$ cat src/rtl/ram64_loader.sv
// ram64_loader -- write sequencer in front of a 64x16 RAM64.
//
// Takes a valid/ready byte stream, packs byte pairs into 16-bit words and
// writes them to consecutive RAM addresses (a load job). A clear job writes
// FILL_VALUE to all 64 addresses instead. RAM read data is not used here.
//
// Parameters
//   BIG_ENDIAN   1: first byte of a pair -> word[15:8]; 0: -> word[7:0]
//   FILL_VALUE   word written to every address by a clear job
//
// Ports
//   clk, reset_n            clock, asynchronous active-low reset
//   start, clear            job requests, sampled only while idle
//   base_addr, word_count   first address and length (1..64) of a load job
//   byte_in, byte_valid     stream input
//   byte_ready              stream handshake
//   ram_in, ram_load,
//   ram_address             RAM64 write pins
//   busy                    job in progress
//   done, error             one-cycle pulses: job finished / illegal count
//   checksum                sum of written words (RAM64_LOADER_CHECKSUM_EN)
//
// Build option: define RAM64_LOADER_CHECKSUM_EN to add the checksum port.

module ram64_loader #(
   parameter logic        BIG_ENDIAN = 1'b1,
   parameter logic [15:0] FILL_VALUE = 16'h0000
) (
   input  logic        clk,
   input  logic        reset_n,
   input  logic        start,
   input  logic        clear,
   input  logic [5:0]  base_addr,
   input  logic [6:0]  word_count,
   input  logic [7:0]  byte_in,
   input  logic        byte_valid,
   output logic        byte_ready,
   output logic [15:0] ram_in,
   output logic        ram_load,
   output logic [5:0]  ram_address,
   output logic        busy,
   output logic        done,
   output logic        error
`ifdef RAM64_LOADER_CHECKSUM_EN
   ,
   output logic [15:0] checksum
`endif
);

   typedef enum logic [2:0] {
      S_IDLE  = 3'd0,
      S_BYTE0 = 3'd1,
      S_BYTE1 = 3'd2,
      S_WRITE = 3'd3,
      S_FILL  = 3'd4,
      S_DONE  = 3'd5
   } state_t;

   state_t      state_q, state_d;
   logic [5:0]  ptr_q, ptr_d;
   logic [6:0]  remain_q, remain_d;
   logic [7:0]  byte0_q, byte0_d;
   logic        error_d;
   logic        xfer_s;
   logic [15:0] packed_s;

   logic        byte_ready_q, byte_ready_d;
   logic [15:0] ram_in_q, ram_in_d;
   logic        ram_load_q, ram_load_d;
   logic [5:0]  ram_address_q, ram_address_d;
   logic        busy_q, busy_d;
   logic        done_q, done_d;
   logic        error_q;

   assign xfer_s   = byte_valid & byte_ready_q;
   assign packed_s = BIG_ENDIAN ? {byte0_q, byte_in} : {byte_in, byte0_q};

   // State and datapath registers
   always_ff @(posedge clk or negedge reset_n) begin
      if (!reset_n) begin
         state_q  <= S_IDLE;
         ptr_q    <= 6'd0;
         remain_q <= 7'd0;
         byte0_q  <= 8'd0;
      end else begin
         state_q  <= state_d;
         ptr_q    <= ptr_d;
         remain_q <= remain_d;
         byte0_q  <= byte0_d;
      end
   end

   // Next-state and datapath update
   always_comb begin
      state_d  = state_q;
      ptr_d    = ptr_q;
      remain_d = remain_q;
      byte0_d  = byte0_q;
      error_d  = 1'b0;
      case (state_q)
         S_IDLE: begin
            if (clear) begin
               // clear wins over a simultaneous start
               state_d = S_FILL;
               ptr_d   = 6'd0;
            end else if (start) begin
               if ((word_count != 7'd0) && (word_count <= 7'd64)) begin
                  state_d  = S_BYTE0;
                  ptr_d    = base_addr;
                  remain_d = word_count;
               end else begin
                  error_d = 1'b1;
               end
            end else begin
               state_d = S_IDLE;
            end
         end
         S_BYTE0: begin
            if (xfer_s) begin
               byte0_d = byte_in;
               state_d = S_BYTE1;
            end else begin
               state_d = S_BYTE0;
            end
         end
         S_BYTE1: begin
            if (xfer_s) begin
               state_d = S_WRITE;
            end else begin
               state_d = S_BYTE1;
            end
         end
         S_WRITE: begin
            ptr_d    = ptr_q + 6'd1;
            remain_d = remain_q - 7'd1;
            if (remain_q == 7'd1) begin
               state_d = S_DONE;
            end else begin
               state_d = S_BYTE0;
            end
         end
         S_FILL: begin
            // ptr doubles as the fill address counter
            ptr_d = ptr_q + 6'd1;
            if (ptr_q == 6'd63) begin
               state_d = S_DONE;
            end else begin
               state_d = S_FILL;
            end
         end
         S_DONE:  state_d = S_IDLE;
         default: state_d = S_IDLE;
      endcase
   end

   // Output decode from the upcoming state so that every output is a flop
   always_comb begin
      byte_ready_d  = 1'b0;
      ram_load_d    = 1'b0;
      busy_d        = 1'b0;
      done_d        = 1'b0;
      ram_address_d = ram_address_q;
      ram_in_d      = ram_in_q;
      case (state_d)
         S_BYTE0, S_BYTE1: begin
            byte_ready_d = 1'b1;
            busy_d       = 1'b1;
         end
         S_WRITE: begin
            // only reachable from BYTE1 with a transfer, so byte_in is the second byte
            ram_load_d    = 1'b1;
            busy_d        = 1'b1;
            ram_address_d = ptr_d;
            ram_in_d      = packed_s;
         end
         S_FILL: begin
            ram_load_d    = 1'b1;
            busy_d        = 1'b1;
            ram_address_d = ptr_d;
            ram_in_d      = FILL_VALUE;
         end
         S_DONE:  done_d = 1'b1;
         default: done_d = 1'b0;
      endcase
   end

   // Output registers
   always_ff @(posedge clk or negedge reset_n) begin
      if (!reset_n) begin
         byte_ready_q  <= 1'b0;
         ram_in_q      <= 16'd0;
         ram_load_q    <= 1'b0;
         ram_address_q <= 6'd0;
         busy_q        <= 1'b0;
         done_q        <= 1'b0;
         error_q       <= 1'b0;
      end else begin
         byte_ready_q  <= byte_ready_d;
         ram_in_q      <= ram_in_d;
         ram_load_q    <= ram_load_d;
         ram_address_q <= ram_address_d;
         busy_q        <= busy_d;
         done_q        <= done_d;
         error_q       <= error_d;
      end
   end

   assign byte_ready  = byte_ready_q;
   assign ram_in      = ram_in_q;
   assign ram_load    = ram_load_q;
   assign ram_address = ram_address_q;
   assign busy        = busy_q;
   assign done        = done_q;
   assign error       = error_q;

`ifdef RAM64_LOADER_CHECKSUM_EN
   logic [15:0] checksum_q, checksum_d;

   // Accumulate each word as the RAM captures it; restart on any job launch
   always_comb begin
      if ((state_q == S_IDLE) && (state_d != S_IDLE)) begin
         checksum_d = 16'd0;
      end else if (ram_load_q) begin
         checksum_d = checksum_q + ram_in_q;
      end else begin
         checksum_d = checksum_q;
      end
   end

   // Checksum register
   always_ff @(posedge clk or negedge reset_n) begin
      if (!reset_n) begin
         checksum_q <= 16'd0;
      end else begin
         checksum_q <= checksum_d;
      end
   end

   assign checksum = checksum_q;
`endif

endmodule
$ cat config.mk
export PLATFORM = sky130hd
export DESIGN_NAME = ram64_loader
export DESIGN_NICKNAME = d
export VERILOG_FILES = /design/src/rtl/ram64_loader.sv
export SDC_FILE = /design/constraint.sdc
export NUM_CORES = 1
export LEC_CHECK = 0
export CORE_MARGIN = 2
export CORE_UTILIZATION = 51
export DETAILED_ROUTE_END_ITERATION = 10
export PLACE_DENSITY = 0.81
export SLEW_MARGIN = 20
export SYNTH_ARGS = -nofsm -noshare
export SYNTH_HDL_FRONTEND = slang
export SYNTH_SLANG_ARGS = --single-unit
$ cat constraint.sdc
create_clock -name clk -period 2.9 [get_ports clk]
set_input_delay 0.725 -clock clk [delete_from_list [all_inputs] [get_ports clk]]
set_output_delay 0.725 -clock clk [all_outputs]
set_load 0.01 [all_outputs]
After elaboration in Yosys (flattened, before gate mapping)
Cells that the tools add are included.
- bits in registers: 51
- output and inout bits: 27
- add/subtract/negate cells: 2
- magnitude comparators: 1
- eq/ne operators: 14
- multiplexer cells: 25
- bitwise operators: 1
- reductions and logical operators: 11
- operators with widths (operator ; count):
    case mux 16 bit (2 select lines) ; 1
    two-way mux 7 bit ; 3
    two-way mux 6 bit ; 3
    case mux 3 bit (5 select lines) ; 1
    case mux 7 bit (2 select lines) ; 1
    == test 3 x 2 -> 1 bit, second input constant ; 4
    two-way mux 3 bit ; 4
    case mux 6 bit (2 select lines) ; 1
    two-way mux 1 bit ; 10
    == test 3 bit, second input constant ; 3
    == test 7 x 1 -> 1 bit, second input constant ; 1
    less-or-equal comparator 7 bit, second input constant ; 1
    nonzero test 7 bit ; 1
    subtractor 7 x 1 -> 7 bit, second input constant ; 1
    adder 6 x 1 -> 6 bit, second input constant ; 1
    == test 3 x 1 -> 1 bit, second input constant ; 2
    == test 6 bit, second input constant ; 1
    inequality test 2 bit, second input constant ; 3
    OR reduction 2 bit ; 3
    AND reduction 4 bit ; 1
    nonzero test 2 bit ; 2
    OR reduction 4 bit ; 1
    logical NOT 3 bit ; 1
    two-way mux 2 bit ; 1
    other kinds (3) ; 3

Longest topological paths before layout
Gate-level depths: netlist (run 1).
- depth in word-level cells: 9
- mapped depth: 7

Least setup slack after synthesis (run 1)
Ideal clock, no wire load.
- kind: input-to-reg
- from: input word_count[0]
- to: register ram_address_q[0], in the netlist ram_address[0]
- library setup time: 0.125 ns
- arrival time: 2.130 ns
- required time: 2.775 ns
- slack: 0.645 ns
- stages on the path: 5
- path through: nor4_4 nor4b_4 nor3_1 a311o_1 mux2_2
- elaborated cells on any way between the ends: 14
- RTL lines (element ; RTL line ; source):
    from (decl) ; 34 ; input logic [6:0] word_count,
    less-or-equal comparator 7 bit or nonzero test 7 bit (tied branches) ; 107 ; if ((word_count != 7'd0) && (word_count <= 7'd64)) begin
    logical AND 1 bit * ; 107 ;
    two-way mux 6 bit * ; 107 ;
    two-way mux 6 bit * ; 106 ; end else if (start) begin
    two-way mux 6 bit * ; 102 ; if (clear) begin
    case mux 6 bit (2 select lines) * ; 100 ; case (state_q)
    net ptr_d[0] ; 60 ; logic [5:0] ptr_q, ptr_d;
    to (signal assigned) ; 201 ; ram_address_q <= ram_address_d;
    to (decl) ; 70 ; logic [5:0] ram_address_q, ram_address_d;
Mark *: on every way through the listed nets, which the timed path passes. The rest lies on a longest branch.
A chain may end at the register's enable or synchronous reset.

Worst setup path after layout (run 1)
Ends and elaborated chain as after synthesis.

==> impl_metrics.json, run 1 <==
{
  "run_status": "completed",
  "synth_area_leaders": "dfrtp_1 (50%), mux2_2 (6.1%), a22o_1 (4.4%)",
  "syn-cell-area_um2": 2570,
  "area_growth_syn_to_layout_pct": 29.6,
  "antenna_found_initial": 0,
  "synthFlopType": "dfrtp_1",
  "pin_count": 53,
  "yosysTopAreaCell": "dfrtp_1",
  "vias_per_cell": 5.74,
  "grtUsageTotal_pct": 22.9,
  "wl_met3_um": 321,
  "worstMarginPinSlew_ns": 0.701,
  "grt_max_degree": 21,
  "cts_tree": "done",
  "critPathMaxFanout": 6,
  "seqPwrFrac_pct": 44.1,
  "critPathLaunch": "word_count[0]",
  "ys_seq_elements": 51,
  "finalCritPeriodShare_pct": 89.3,
  "switchingPower_mw": 0.979,
  "utilization_pct": 69.6,
  "clk_pin_slew_ns": 0.09,
  "cp-start-kind": "input pin",
  "synth_edf_count": 0,
  "setup_viol": 0,
  "reg2reg_slack_ns": 0.48,
  "synth_common_cells": "dfrtp_1 (51), nand2_1 (16), mux2_2 (14)",
  "p_total_mw": 2.68,
  "rsz0062_at_grt": "no",
  "final_cells": 355,
  "synthAdderAreaFrac_pct": 1.46,
  "drive_gt1_share_pct": 17.4,
  "floorplan.die_area_um2": 5630,
  "r2r_end": "ram_address[1]",
  "routabilityCongestion": 0.912,
  "p_int_mw": 1.70,
  "nNetsFinal": 316,
  "dr_wl_met2_um": 2710,
  "crit_end": "ram_address[0]",
  "synthXorXnorAreaFrac_pct": 0.681,
  "fillCellCount": 366,
  "synth_compound_area_share_pct": 18.3,
  "worst_r2r_path_depth": 5,
  "hold_class": "in -> async",
  "die_h_um": 75.0,
  "synth_mux_area_share_pct": 9.29,
  "routedWlPerCell_um": 16.2,
  "hold_buffers": 0,
  "drc_errors": 0,
  "ys_warn_count": 0,
  "syn-num-nets": 256,
  "netlist-cell-type-count": 54,
  "synthSimpleGateAreaFrac_pct": 16.9,
  "num_vias": 2036,
  "post-route-min-period_ns": 2.59,
  "synthCells": 227,
  "cts_buffer_depth": 2,
  "routedLengthMet1_um": 2670,
  "yosysMostFrequentCell": "dfrtp_1",
  "hold_viol_final": 0,
  "rr_startpoint": "state_q[0]",
  "hold_ws_ns": 0.350,
  "powerDensity_nw_per_um2": 804,
  "detail_route.wirelength_um": 5740,
  "clk_latency_ns": 0.30,
  "drv_cap": 0,
  "initial_core_util_pct": 53.7,
  "core_area_um2": 4790,
  "synth_top_family_by_area": "compound AO/OA/AOI/OAI gates",
  "dpl.cell_count": 347,
  "post_cts_buffers": 0,
  "slew-limit-headroom_pct": 53.3,
  "switching_share_pct": 36.6,
  "endpoint_kind": "flip-flop",
  "die_w_um": 75.0,
  "crit_type": "in -> reg",
  "dp_hpwl_um": 4190,
  "power.leakage_nw": 1.44,
  "htree_levels": 2,
  "grt_pass1_vias": 2039,
  "cts.sinks": 51,
  "grt_overflow_total": 0,
  "worstPathArrival_ns": 2.78,
  "required_ns": 3.10,
  "drtAntennaViolNets": 0,
  "grt_pass1_wl_um": 9820,
  "rows": 25,
  "dr.pass1.iters": 5,
  "p_clk_share_pct": 16.2,
  "finalMaxSlewViolations": 0,
  "num_antenna_cells": 0,
  "numCtsBuffers": 5,
  "syn_avg_cell_area_um2": 11.3,
  "vdd_drop_max_mv": 0.405,
  "comb_power_share_pct": 39.7,
  "top_layer": "met4",
  "synth_top_area_share_pct": 49.6,
  "synth-async-reset-ratio_pct": 100,
  "cts_resized": 0,
  "io_buffer_count": 52,
  "drt_iter0_markers": 161,
  "clock.fmax_mhz": 386,
  "cts_root_buffer": "clkbuf_8",
  "skew_ns": 0.00551,
  "seq_area_frac_synth_pct": 49.6
}
critical path, stage by stage:
cell and delay (ns):
clkdlybuf4s50_1 0.47, nor4_4 0.35, buf_4 0.19, nor4b_4 0.35, nor3_1 0.10, a311o_1 0.34, mux2_2 0.26
placed cells by master, fill, tap and decap left out, types with 2 or more instances in the layout:
| cell type | count |
|---|---|
| xnor2_1 | 2 |
| nor2b_1 | 3 |
| a222oi_1 | 3 |
| and2_1 | 2 |
| a21oi_1 | 6 |
| nand3_1 | 6 |
| mux2_2 | 14 |
| o21ai_0 | 4 |
| nand4_1 | 3 |
| buf_4 | 13 |
| a211o_1 | 3 |
| and3_1 | 5 |
| clkbuf_8 | 6 |
| clkdlybuf4s50_1 | 51 |
| dfrtp_1 | 51 |
| nor4_1 | 3 |
| a311o_1 | 5 |
| o22ai_1 | 3 |
| nor3_1 | 7 |
| o311ai_0 | 2 |
| a211oi_1 | 2 |
| nand2_1 | 16 |
| nand2b_1 | 3 |
| nor2_1 | 11 |
| o32ai_1 | 2 |
| a22o_1 | 13 |
| o21bai_1 | 2 |
| nor4_4 | 2 |
| inv_1 | 9 |
| ha_1 | 3 |
| mux2i_1 | 7 |
logic make-up (layout without fill, tap and decap cells):
logic type	Yosys count	after routing
mux	22	22
buf+inv	22	83
flops	51	51
simple gates	70	70
xor+xnor	2	2
fa+ha+maj	3	3
compound gates	57	57
state kept, by name, summed over array words and instances, names as in the netlist:
name / cells
done: 1
ram_address: 6
ram_load: 1
ptr_q: 6
byte_ready: 1
remain_q: 7
ram_in: 16
state_q: 3
byte0_q: 8
busy: 1
error: 1
how the worst min path moves through the flow:
| stage | endpoint | slack (ns) | cells after the start |
|---|---|---|---|
| global placement | ram_address[3] | 0.48 | 1 |
| CTS | byte0_q[0] | 0.36 | 1 |
| detailed placement | ram_address[3] | 0.48 | 1 |
| global route | state_q[2] | 0.37 | 1 |
| floorplan | busy | 0.43 | 0 |
| finish | done | 0.35 | 1 |
through the flow:
step	setup TNS (ns)	setup WS (ns)	area [um2]
floorplan	0	0.645	2570
detailed placement	-0.00168	-0.00168	3230
global route	0	0.186	3330
CTS	0	0.319	3330
finish	0	0.311	3330
global placement	0	0.0362	3230
power by group through the flow:
stage	clock network, mW	registers, mW	logic [mW]
global route	0.472	1.22	1.18
CTS	0.440	1.18	1.08
floorplan	0	1.09	0.758
detailed placement	0	1.19	1.07
finish	0.433	1.18	1.06
global placement	0	1.18	1.04
cell type report:
class	instances	area [um2]	area share (%)
clock buffer	6	82.6	2.48
clock inverter	2	16.3	0.488
inverter	9	33.8	1.01
multi-input combinational	154	1210	36.2
sequential	51	1280	38.3
tap	67	83.8	2.52
timing repair buffer	66	633	19.0
routing by layer:
metal	vias to the layer above	global-route usage, %
met1	996	32.6
met5	-	0
met3	5	5.22
li1	975	-
met4	0	4.37
met2	60	36.5
No activity file was read; power rests on OpenSTA's default activity.
==> run 2, diff against run 1 <==
--- a/config.mk
+++ b/config.mk
@@ -5,6 +5,7 @@
 export SDC_FILE = /design/constraint.sdc
 export NUM_CORES = 1
 export LEC_CHECK = 0
+export CAP_MARGIN = 25
 export CORE_MARGIN = 2
 export CORE_UTILIZATION = 51
 export DETAILED_ROUTE_END_ITERATION = 10
==> results of run 2 <==
Same layout as run 1: the final DEF is identical, and so are final timing and power.
==> run 3, diff against run 2 <==
==> constraint.sdc (replaced) <==
create_clock -name clk -period 2.7 [get_ports clk]
set_input_delay 0.675 -clock clk [delete_from_list [all_inputs] [get_ports clk]]
set_output_delay 0.675 -clock clk [all_outputs]
set_load 0.01 [all_outputs]
==> impl_metrics.json, run 3 (synthesis results as in run 1) <==
{
  "run_status": "completed",
  "core_area_um2": 4790,
  "worstMarginPinSlew_ns": 0.645,
  "cts.sinks": 51,
  "comb_power_share_pct": 41.3,
  "final_cell_mix": "dfrtp_1 (51), clkdlybuf4s50_1 (51), buf_4 (23)",
  "htree_levels": 2,
  "initial_core_util_pct": 53.7,
  "reg2reg_slack_ns": 0.35,
  "critPathMaxFanout": 6,
  "grt_max_degree": 52,
  "endpoint_kind": "flip-flop",
  "grt_pass1_wl_um": 10000,
  "seqPwrFrac_pct": 40.6,
  "r2r_end": "ram_address[4]",
  "skew_ns": 0.00531,
  "worst_slack_ns": 0.193,
  "num_antenna_cells": 0,
  "nNetsFinal": 327,
  "clk_pin_slew_ns": 0.10,
  "antenna_found_initial": 0,
  "detail_route.wirelength_um": 6040,
  "cts_buffer_depth": 2,
  "largest_register_ffs": 16,
  "cts_tree": "done",
  "num_vias": 2113,
  "crit_type": "in -> reg",
  "pin_count": 53,
  "switching_share_pct": 35.8,
  "drive_gt1_share_pct": 20.4,
  "grt_pass1_vias": 2145,
  "setup_viol": 0,
  "vias_per_cell": 5.77,
  "rsz0062_at_grt": "no",
  "hold_buffers": 0,
  "cts_resized": 0,
  "die_h_um": 75.0,
  "drc_errors": 0,
  "dp_hpwl_um": 4280,
  "drtAntennaViolNets": 0,
  "hold_class": "in -> async",
  "dr.pass1.iters": 5,
  "post-place-ws_ns": -0.149,
  "worst_r2r_path_depth": 7,
  "grtUsageTotal_pct": 23.5,
  "fillCellCount": 357,
  "post-route-min-period_ns": 2.51,
  "drt_iter0_markers": 142,
  "rows": 25,
  "p_clk_share_pct": 18.0,
  "grt_overflow_total": 0,
  "switchingPower_mw": 1.10,
  "io_buffer_count": 52,
  "slew-limit-headroom_pct": 57.0,
  "finalMaxSlewViolations": 0,
  "drv_cap": 0,
  "numCtsBuffers": 5,
  "post_cts_buffers": 0,
  "p_int_mw": 1.97,
  "rr_startpoint": "ptr_q[1]",
  "routedWlPerCell_um": 16.5,
  "power.leakage_nw": 1.51,
  "worstPathArrival_ns": 2.71,
  "routabilityCongestion": 0.884,
  "hold_viol_final": 0,
  "floorplan.die_area_um2": 5630,
  "setup_tns_ns": 0,
  "powerDensity_nw_per_um2": 889,
  "finalCritPeriodShare_pct": 92.8,
  "die_w_um": 75.0,
  "area_growth_syn_to_layout_pct": 34.0,
  "cp-start-kind": "input pin",
  "cts_root_buffer": "clkbuf_8",
  "clock.fmax_mhz": 399,
  "clk_latency_ns": 0.31,
  "required_ns": 2.91,
  "vdd_drop_max_mv": 0.480
}
## run 3: layout make-up
| class | count | area, um2 | area share, % |
|---|---|---|---|
| tap | 67 | 83.8 | 2.43 |
| inverter | 9 | 33.8 | 0.980 |
| clock buffer | 5 | 68.8 | 2.00 |
| timing repair buffer | 77 | 728 | 21.1 |
| clock inverter | 3 | 47.5 | 1.38 |
| multi-input combinational | 154 | 1210 | 35.0 |
| sequential | 51 | 1280 | 37.0 |
## run 3: metrics by stage
step	hold slack, ns	area (um2)	util, %	instances	power [mW]
after CTS	0.485	3450	72.0	366	3.07
after floorplan	0.379	2570	-	227	1.98
after global routing	0.527	3450	72.0	366	3.26
after global placement	0.476	3330	69.6	358	2.47
after detailed placement	0.482	3330	69.6	358	2.51
final	0.458	3450	72.0	366	3.06
## run 3: power by group through the flow
stage	logic [mW]	registers, mW	clock network (mW)
2_1_floorplan	0.814	1.17	0
3_3_place_gp	1.23	1.24	0
3_5_place_dp	1.26	1.26	0
4_1_cts	1.27	1.24	0.560
5_1_grt	1.39	1.28	0.589
6_report	1.27	1.25	0.553
## run 3: critical path: stages
cell and delay [ns]:
clkdlybuf4s50_1 0.52, nor4_4 0.06, buf_4 0.15, nor4b_4 0.12
buf_4 0.16, buf_4 0.13, or2_4 0.25, a311o_1 0.38
mux2_2 0.26
## run 3: worst max-delay path by stage
stage                        from              to  slack (ns)  cells past startpoint
floorplan           word_count[0]  ram_address[0]        0.50                      5
global placement    word_count[1]  ram_address[5]       -0.11                      9
detailed placement  word_count[1]  ram_address[4]       -0.15                      9
CTS                 word_count[1]  ram_address[4]        0.18                      9
global route        word_count[1]  ram_address[0]        0.12                      9
finish              word_count[1]  ram_address[5]        0.19                      9
## run 3: metal layers
| layer | GRT usage (%) | share of wire, % | routed length [um] | vias to the layer above |
|---|---|---|---|---|
| li1 | - | - | - | 1000 |
| met1 | 31.2 | 45 | 2720 | 1028 |
| met2 | 38.5 | 47 | 2860 | 72 |
| met3 | 4.95 | 5.8 | 352 | 13 |
| met4 | 7.74 | 1.7 | 100 | 0 |
| met5 | 0 | 0 | 0 | - |
